[config.mk]
export PLATFORM = sky130hd
export DESIGN_NAME = coin_window_counter_flat
export DESIGN_NICKNAME = d
export VERILOG_FILES = /design/src/rtl/coin_window_if.sv /design/src/rtl/coin_window_counter.sv /design/src/flat_wrapper.sv
export SDC_FILE = /design/constraint.sdc
export NUM_CORES = 1
export LEC_CHECK = 0
export ABC_AREA = 1
export BUFFER_PORTS_ARGS = -buffer_cell sky130_fd_sc_hd__buf_2
export CAP_MARGIN = 15
export CORE_MARGIN = 1
export CORE_UTILIZATION = 35
export CTS_CLUSTER_DIAMETER = 50
export DETAILED_ROUTE_END_ITERATION = 8
export MAX_ROUTING_LAYER = met4
export PLACE_DENSITY = 0.54
export RECOVER_POWER = 25
export SLEW_MARGIN = 20
export SYNTH_ARGS = -nofsm -noshare
export SYNTH_HDL_FRONTEND = slang
export SYNTH_SLANG_ARGS = --single-unit
[constraint.sdc]
create_clock -name clk -period 5.2 [get_ports clk]
set_input_delay 0.26 -clock clk [delete_from_list [all_inputs] [get_ports clk]]
set_output_delay 0.26 -clock clk [all_outputs]
set_load 0.05 [all_outputs]
[src/rtl/coin_window_if.sv]
// Bundle of window-control inputs and result outputs for coin_window_counter.
// The master side drives the coincidence level and window commands; the slave side reports results.
interface coin_window_if #(
    parameter int CNT_W = 8,
    parameter int WIN_W = 10
);
    logic             coin;
    logic             start;
    logic             abort;
    logic [WIN_W-1:0] win_len;
    logic [CNT_W-1:0] thresh;
    logic             busy;
    logic             done;
    logic [CNT_W-1:0] count;
    logic             alarm;
    logic             ovf;

    modport master (
        output coin, start, abort, win_len, thresh,
        input  busy, done, count, alarm, ovf
    );

    modport slave (
        input  coin, start, abort, win_len, thresh,
        output busy, done, count, alarm, ovf
    );
endinterface

[src/rtl/coin_window_counter.sv]
// Synchronises the raw coincidence level, detects rising edges and counts them
// inside a programmable window, reporting count, threshold alarm and saturation.
module coin_window_counter #(
    parameter int CNT_W       = 8,
    parameter int WIN_W       = 10,
    parameter int SYNC_STAGES = 2
) (
    input  logic               clk,
    input  logic               rst_n,
    coin_window_if.slave       bus
);

    localparam logic [1:0] ST_IDLE = 2'd0;
    localparam logic [1:0] ST_RUN  = 2'd1;
    localparam logic [1:0] ST_FIN  = 2'd2;

    localparam logic [CNT_W-1:0] CNT_MAX = '1;

    function automatic logic [CNT_W-1:0] sat_inc(input logic [CNT_W-1:0] v);
        return (v == CNT_MAX) ? v : v + CNT_W'(1);
    endfunction

    // A zero window length still yields one RUN cycle.
    function automatic logic [WIN_W-1:0] win_load(input logic [WIN_W-1:0] w);
        return (w == '0) ? WIN_W'(1) : w;
    endfunction

    logic [SYNC_STAGES-1:0] coin_sync_p0;
    logic                   coin_prev_p1;
    logic                   coin_edge;

    logic [1:0]       state;
    logic [WIN_W-1:0] timer;
    logic [CNT_W-1:0] thresh_q;
    logic [CNT_W-1:0] count_q;
    logic [CNT_W-1:0] count_run;
    logic             ovf_hit;
    logic             ovf_q;
    logic             alarm_q;
    logic             busy_q;
    logic             done_q;

    // Stage p0/p1: synchroniser chain and previous-level flop for edge detection
    always_ff @(posedge clk or negedge rst_n) begin
        if (!rst_n) begin
            coin_sync_p0 <= '0;
            coin_prev_p1 <= 1'b0;
        end else begin
            coin_sync_p0 <= {coin_sync_p0[SYNC_STAGES-2:0], bus.coin};
            coin_prev_p1 <= coin_sync_p0[SYNC_STAGES-1];
        end
    end

    assign coin_edge = coin_sync_p0[SYNC_STAGES-1] & ~coin_prev_p1;
    assign count_run = coin_edge ? sat_inc(count_q) : count_q;
    assign ovf_hit   = coin_edge && (count_q == CNT_MAX);

    // Window control: edges outside RUN fall through without effect
    always_ff @(posedge clk or negedge rst_n) begin
        if (!rst_n) begin
            state    <= ST_IDLE;
            timer    <= '0;
            thresh_q <= '0;
            count_q  <= '0;
            ovf_q    <= 1'b0;
            alarm_q  <= 1'b0;
            busy_q   <= 1'b0;
            done_q   <= 1'b0;
        end else begin
            case (state)
                ST_IDLE: begin
                    done_q <= 1'b0;
                    if (bus.start && !bus.abort) begin
                        state    <= ST_RUN;
                        busy_q   <= 1'b1;
                        count_q  <= '0;
                        ovf_q    <= 1'b0;
                        alarm_q  <= 1'b0;
                        timer    <= win_load(bus.win_len);
                        thresh_q <= bus.thresh;
                    end
                end
                ST_RUN: begin
                    if (bus.abort) begin
                        state   <= ST_IDLE;
                        busy_q  <= 1'b0;
                        alarm_q <= 1'b0;
                    end else begin
                        count_q <= count_run;
                        if (ovf_hit) ovf_q <= 1'b1;
                        timer <= timer - WIN_W'(1);
                        if (timer == WIN_W'(1)) begin
                            state   <= ST_FIN;
                            busy_q  <= 1'b0;
                            done_q  <= 1'b1;
                            alarm_q <= (count_run >= thresh_q);
                        end
                    end
                end
                ST_FIN: begin
                    state  <= ST_IDLE;
                    done_q <= 1'b0;
                end
                default: begin
                    state  <= ST_IDLE;
                    busy_q <= 1'b0;
                    done_q <= 1'b0;
                end
            endcase
        end
    end

    assign bus.busy  = busy_q;
    assign bus.done  = done_q;
    assign bus.count = count_q;
    assign bus.alarm = alarm_q;
    assign bus.ovf   = ovf_q;

endmodule

[src/flat_wrapper.sv]
// flat-port wrapper written by rule: the top's interface ports become plain ports
module coin_window_counter_flat 
#(
    parameter int CNT_W       = 8,
    parameter int WIN_W       = 10,
    parameter int SYNC_STAGES = 2
)
  (clk, rst_n, bus_coin, bus_start, bus_abort, bus_win_len, bus_thresh, bus_busy, bus_done, bus_count, bus_alarm, bus_ovf);
  coin_window_if #(.CNT_W(CNT_W), .WIN_W(WIN_W)) bus_i ();
  input  logic clk;
  input  logic rst_n;
  input wire logic [$bits(bus_i.coin)-1:0] bus_coin;
  input wire logic [$bits(bus_i.start)-1:0] bus_start;
  input wire logic [$bits(bus_i.abort)-1:0] bus_abort;
  input wire logic [$bits(bus_i.win_len)-1:0] bus_win_len;
  input wire logic [$bits(bus_i.thresh)-1:0] bus_thresh;
  output wire logic [$bits(bus_i.busy)-1:0] bus_busy;
  output wire logic [$bits(bus_i.done)-1:0] bus_done;
  output wire logic [$bits(bus_i.count)-1:0] bus_count;
  output wire logic [$bits(bus_i.alarm)-1:0] bus_alarm;
  output wire logic [$bits(bus_i.ovf)-1:0] bus_ovf;
  assign bus_i.coin = bus_coin;
  assign bus_i.start = bus_start;
  assign bus_i.abort = bus_abort;
  assign bus_i.win_len = bus_win_len;
  assign bus_i.thresh = bus_thresh;
  assign bus_busy = bus_i.busy;
  assign bus_done = bus_i.done;
  assign bus_count = bus_i.count;
  assign bus_alarm = bus_i.alarm;
  assign bus_ovf = bus_i.ovf;
  coin_window_counter #(.CNT_W(CNT_W), .WIN_W(WIN_W), .SYNC_STAGES(SYNC_STAGES)) u_core (.clk(clk), .rst_n(rst_n), .bus(bus_i));
endmodule
======== After elaboration in Yosys (flattened, before gate mapping) ========
Cells that the tools add are included.
storage, ports and cells
  flip-flop bits (word level) ............. 35
  input port bits ......................... 23
  word-level logic and storage cells ...... 65
  memory bits (writable) .................. 0
  memory bits (read-only) ................. 0
  output and inout bits ................... 12
  memories kept ........................... 0
  latch bits .............................. 0
operators by class
  equal/unequal tests ..................... 9
  div/mod/pow operators ................... 0
  bitwise gates (word level) .............. 3
  shift operators ......................... 0
  $lt $le $gt $ge ......................... 1
  $mul .................................... 0
  $add $sub $neg .......................... 2
  mux-type cells .......................... 27
  reductions and logical operators ........ 13
operators with widths
  operator                                                number
  2-to-1 mux 8 bit                                        4
  2-to-1 mux 10 bit                                       3
  case mux 10 bit (2 select lines)                        1
  case mux 8 bit (2 select lines)                         1
  2-to-1 mux 1 bit                                        11
  == test 10 x 1 -> 1 bit (second input constant)         1
  logical NOT 10 bit                                      1
  subtractor 10 x 1 -> 10 bit (second input constant)     1
  AND reduction 3 bit                                     3
  adder 8 x 1 -> 8 bit (second input constant)            1
  == test 8 bit (second input constant)                   1
  >= comparator 8 bit                                     1
  2-to-1 mux 2 bit                                        3
  inequality test 2 x 1 -> 1 bit (second input constant)  3
  AND reduction 2 bit                                     3
  case mux 1 bit (2 select lines)                         2
  case mux 2 bit (2 select lines)                         1
  AND reduction 4 bit                                     1
  inequality test 3 x 2 -> 1 bit (second input constant)  1
  case mux 1 bit (3 select lines)                         1
  == test 2 x 1 -> 1 bit (second input constant)          1
  == test 2 bit (second input constant)                   1
  logical AND 1 bit                                       2
  logical NOT 2 bit                                       1
  other kinds (5)                                         6

======== Logic depth before layout (Yosys ltp) ========
  depth in word-level cells ............... 7
  gate-level depth with buffers ........... 17
  gate-level depth less buffers ........... 17

======== Least setup slack after synthesis ========
No wires, ideal clock.
  path type ............................... register to register
  start point ............................. register u_core.count_q[0], in the netlist u_core.bus.count[0]
  end point ............................... register u_core.alarm_q, in the netlist u_core.bus.alarm
  slack ................................... 2.795 ns
  buffers on the path ..................... 0
  stages on the path, launching flop included .. 17
  arrival time ............................ 2.287 ns
  path through ............................ dfrtp_1 -> ha_1 -> nand2_1 -> inv_1 -> nand3_2 -> nand2_1 -> nand2_1 -> and2_1 -> ha_1 -> inv_1 -> o21bai_1 -> nand2_1 -> nand2_1 -> nand2_1 -> nand3_1 -> nand2_1 -> nand2_1
on the way
  longest elaborated chain between the ends .. 7
RTL lines
  item                                                          line                       text
  start: declaration                                            coin_window_counter.sv:35  logic [CNT_W-1:0] count_q;
  start signal: assignment                                      coin_window_counter.sv:89  count_q <= count_run;
  adder 8 x 1 -> 8 bit / == test 8 bit (equally long branches)  coin_window_counter.sv:20  return (v == CNT_MAX) ? v : v + CNT_W'(1);
  2-to-1 mux 8 bit                                              coin_window_counter.sv:20
  2-to-1 mux 8 bit (*)                                          coin_window_counter.sv:55  assign count_run = coin_edge ? sat_inc(count_q) : count_q;
  >= comparator 8 bit (*)                                       coin_window_counter.sv:96  alarm_q <= (count_run >= thresh_q);
  2-to-1 mux 1 bit (*)                                          coin_window_counter.sv:92  if (timer == WIN_W'(1)) begin
  2-to-1 mux 1 bit (*)                                          coin_window_counter.sv:84  if (bus.abort) begin
  case mux 1 bit (2 select lines) (*)                           coin_window_counter.sv:70  case (state)
  end signal: assignment                                        coin_window_counter.sv:96
  end: declaration                                              coin_window_counter.sv:39  logic alarm_q;
Every way passes the cells marked *; elsewhere a longest branch is shown, timed or not. The select of a mux whose other input is x is not followed.
A chain may end at the register's enable or synchronous reset.

======== Final worst setup path ========
Same ends and word-level chain as after synthesis.

==> run metrics <==
status finished, violations left; failing checks capacitance limit, slew limit; most common cell after layout, fill and taps aside nand2_1; part of the Yosys area used for sequential elements 41.10%; Post-Synth Simple-Gate Area between 30 and 40%; antenna violations before repair 0; # DRC 0; CTS Buf Count 5; Root Driver clkbuf_8; Slew HR -27.73%; top cells by area, synth dfrtp_1 (41%), nand2_1 (17%), ha_1 (6.5%); unrepaired setup endpoints after global routing false; CP Cell Sequence ha_1 > nand2_1 > inv_1 > nand3_2 > inv_1 > nand2_1 > nand3_1 > ha_1 > nand2_1 > inv_1 > nor2_1 > o21a_1 > nand3_1 > nand2_1 > nand2_1; Final Skew ~6 ps; first drt pass iteration count 4; Adder-Cell Fraction of Synth Area 6.459%; Crit Path Max Fanout 9; FF-to-FF path depth 15; Starting Density between 30% and 40%; f_max ~430 MHz; GRT overflow 0; Crit path largest cell delay 480 ps; clock buffer depth 2; Total Routing Usage GR a little under a fifth; peak supply drop approximately 130 uV; DP Area between 2000 and 2500 sq um; Setup CP Type reg -> reg; CTS tree done; critical path launch point type flip-flop; hold_buf cts 0; Slew Limit Fails 36; hold depth 1; Die X 80.03 um; sum of negative setup slack 0 ps; slowest CP cell dfrtp_1; synth warn 0; synthesized area 2131 sq um; Slew @ Worst Pin 1916 ps; chip height approximately 80 um; PortBufs 34; Synth Area in Compound Gates 10.45%; wirelength, routed 5038 um; clk slew on worst S/H paths around 70 ps; Crit. End Element flip-flop; Routed Antenna Nets 0; filler cell count roughly 600; largest family of logic cells by synthesized area simple AND/OR/NAND/NOR gates; number of H-tree levels 2; vias in the first global route approximately 1800; first-pass GRT wire length a little under 9000 um; Syn Area/Cell roughly 7.4 sq um; synth-to-layout area growth 16.68%; Routability Congestion between 0.9 and 1; Tmin final about 2300 ps; post-synthesis instance total 289; flops & latches, synth 35; Hold Vio Cnt, Final 0; Core Area between 5000 and 6000 sq um; xor/xnor share of the synthesized area less than 1%; per-cell routed wire length 12.50 um; cell area power density ~360 nW/um^2; die area between 6000 and 7000 sq um; post-CTS sizing 0; Via density ~4.7; endpoints failing setup 0; Max Cap Viol 1; dpl hpwl 3707 um; pre-CTS WS about 2900 ps; period utilization between 40% and 50%; Post-CTS Setup Inserts 0; commonest non-fill, non-tap cells in the layout nand2_1 (98), dfrtp_1 (35), inv_1 (34), buf_2 (33), o21ai_0 (25); post-synthesis mux area share 0%; Synth top area share between 40 and 50%; final net count roughly 360; post-synth top area cell dfrtp_1; Unique masters post-synth 29; Pleak between 1 and 1.5 nW; pin count of the biggest net entering global routing 36; worst min path class in -> reg; DRT iter0 DRCs 180; row count 28; CP most frequent cell nand2_1; worst path arrival time around 2500 ps; CTS Sinks 35; # IOs 35; worst path required time ~5400 ps; syn_nets 323; final instance area around 2500 sq um; Vias 1912; Antenna Diode Count 0; clk_lat worst skew 290 ps; setup ws final between 2000 and 3000 ps; fraction of layout cells with a size suffix above 1 16.16%
## Yosys cell counts, drive strengths merged
cell type / count
a21oi: 6
dfrtp: 35
o21bai: 1
or2: 1
nand3: 25
inv: 38
nand3b: 1
o211ai: 3
xnor2: 1
and2: 3
ha: 11
buf: 3
nand4: 3
xor2: 1
clkinv: 1
nand2: 99
o21ai: 27
o22ai: 2
o21a: 2
nor2: 26
## layer usage
layer,part of all wire (%),GRT usage (%)
met1,49,24.22
met2,46,28.29
met3,4.0,3.200
met4,0.67,7.500
met5,0,-
## power by group
group          internal, mW  switching [mW]  total [mW]
registers             0.323          0.0424       0.365
logic                0.0951           0.190       0.285
clock network         0.155           0.102       0.257
total                 0.573           0.334       0.907
## cell families (layout without fill, tap and decap cells)
group / Yosys count / in the layout
AOI/OAI and AO/OA: 41 / 41
xor gates and xnor gates: 2 / 2
adders and majority gates: 11 / 11
buffers and inverters: 42 / 81
DFF: 35 / 35
and+or+nand+nor: 158 / 158
## final timing paths
check / endpoint / slack [ps] / from
max in group asynchronous: u_core.timer[7] / 3600 / rst_n
min reg2reg: u_core.coin_sync_p0[1] / 360 / u_core.coin_sync_p0[0]
max reg2reg: u_core.bus.alarm / 2860 / u_core.bus.count[0]
max: u_core.bus.alarm / 2860 / u_core.bus.count[0]
min in group asynchronous: u_core.timer[0] / 490 / rst_n
min: u_core.coin_sync_p0[0] / 70 / bus_coin
## critical path, delay by kind of cell (launching register included)
family,cells,cell delay (ps)
flip-flops,1,480
AO/OA/AOI/OAI,1,170
adder cells (fa/ha/maj),2,470
buffers and inverters,3,280
AND/OR/NAND/NOR,9,830
## registers in the layout, summed over array words and instances, names as in the netlist
| register | cells |
|---|---|
| u_core.bus.alarm | 1 |
| u_core.bus.busy | 1 |
| u_core.thresh_q | 8 |
| u_core.coin_sync_p0 | 2 |
| u_core.bus.ovf | 1 |
| u_core.coin_prev_p1 | 1 |
| u_core.bus.done | 1 |
| u_core.timer | 10 |
| u_core.state | 2 |
| u_core.bus.count | 8 |
## per-stage QoR
step | total power, mW | hold WS (ps) | util [%] | std cells
5_1_grt | 0.9789 | 57.85 | 42.24 | 403
3_3_place_gp | 0.6532 | 335.9 | 40.26 | 395
2_1_floorplan | 0.5772 | -35.59 | - | 289
6_report | 0.9070 | 70.89 | 42.24 | 403
3_5_place_dp | 0.6546 | 342.8 | 40.26 | 395
4_1_cts | 0.9185 | 59.85 | 42.26 | 403
## area by class of cell
class	instances	area (sq um)	area share, %
Multi-Input combinational cell	212	1079	43.38
Sequential cell	35	875.8	35.23
Timing Repair Buffer	34	168.9	6.794
Inverter	39	151.4	6.090
Tap cell	75	93.84	3.775
Clock buffer	6	82.58	3.322
Clock inverter	2	35.03	1.409
(Power assumes the default switching activity.)
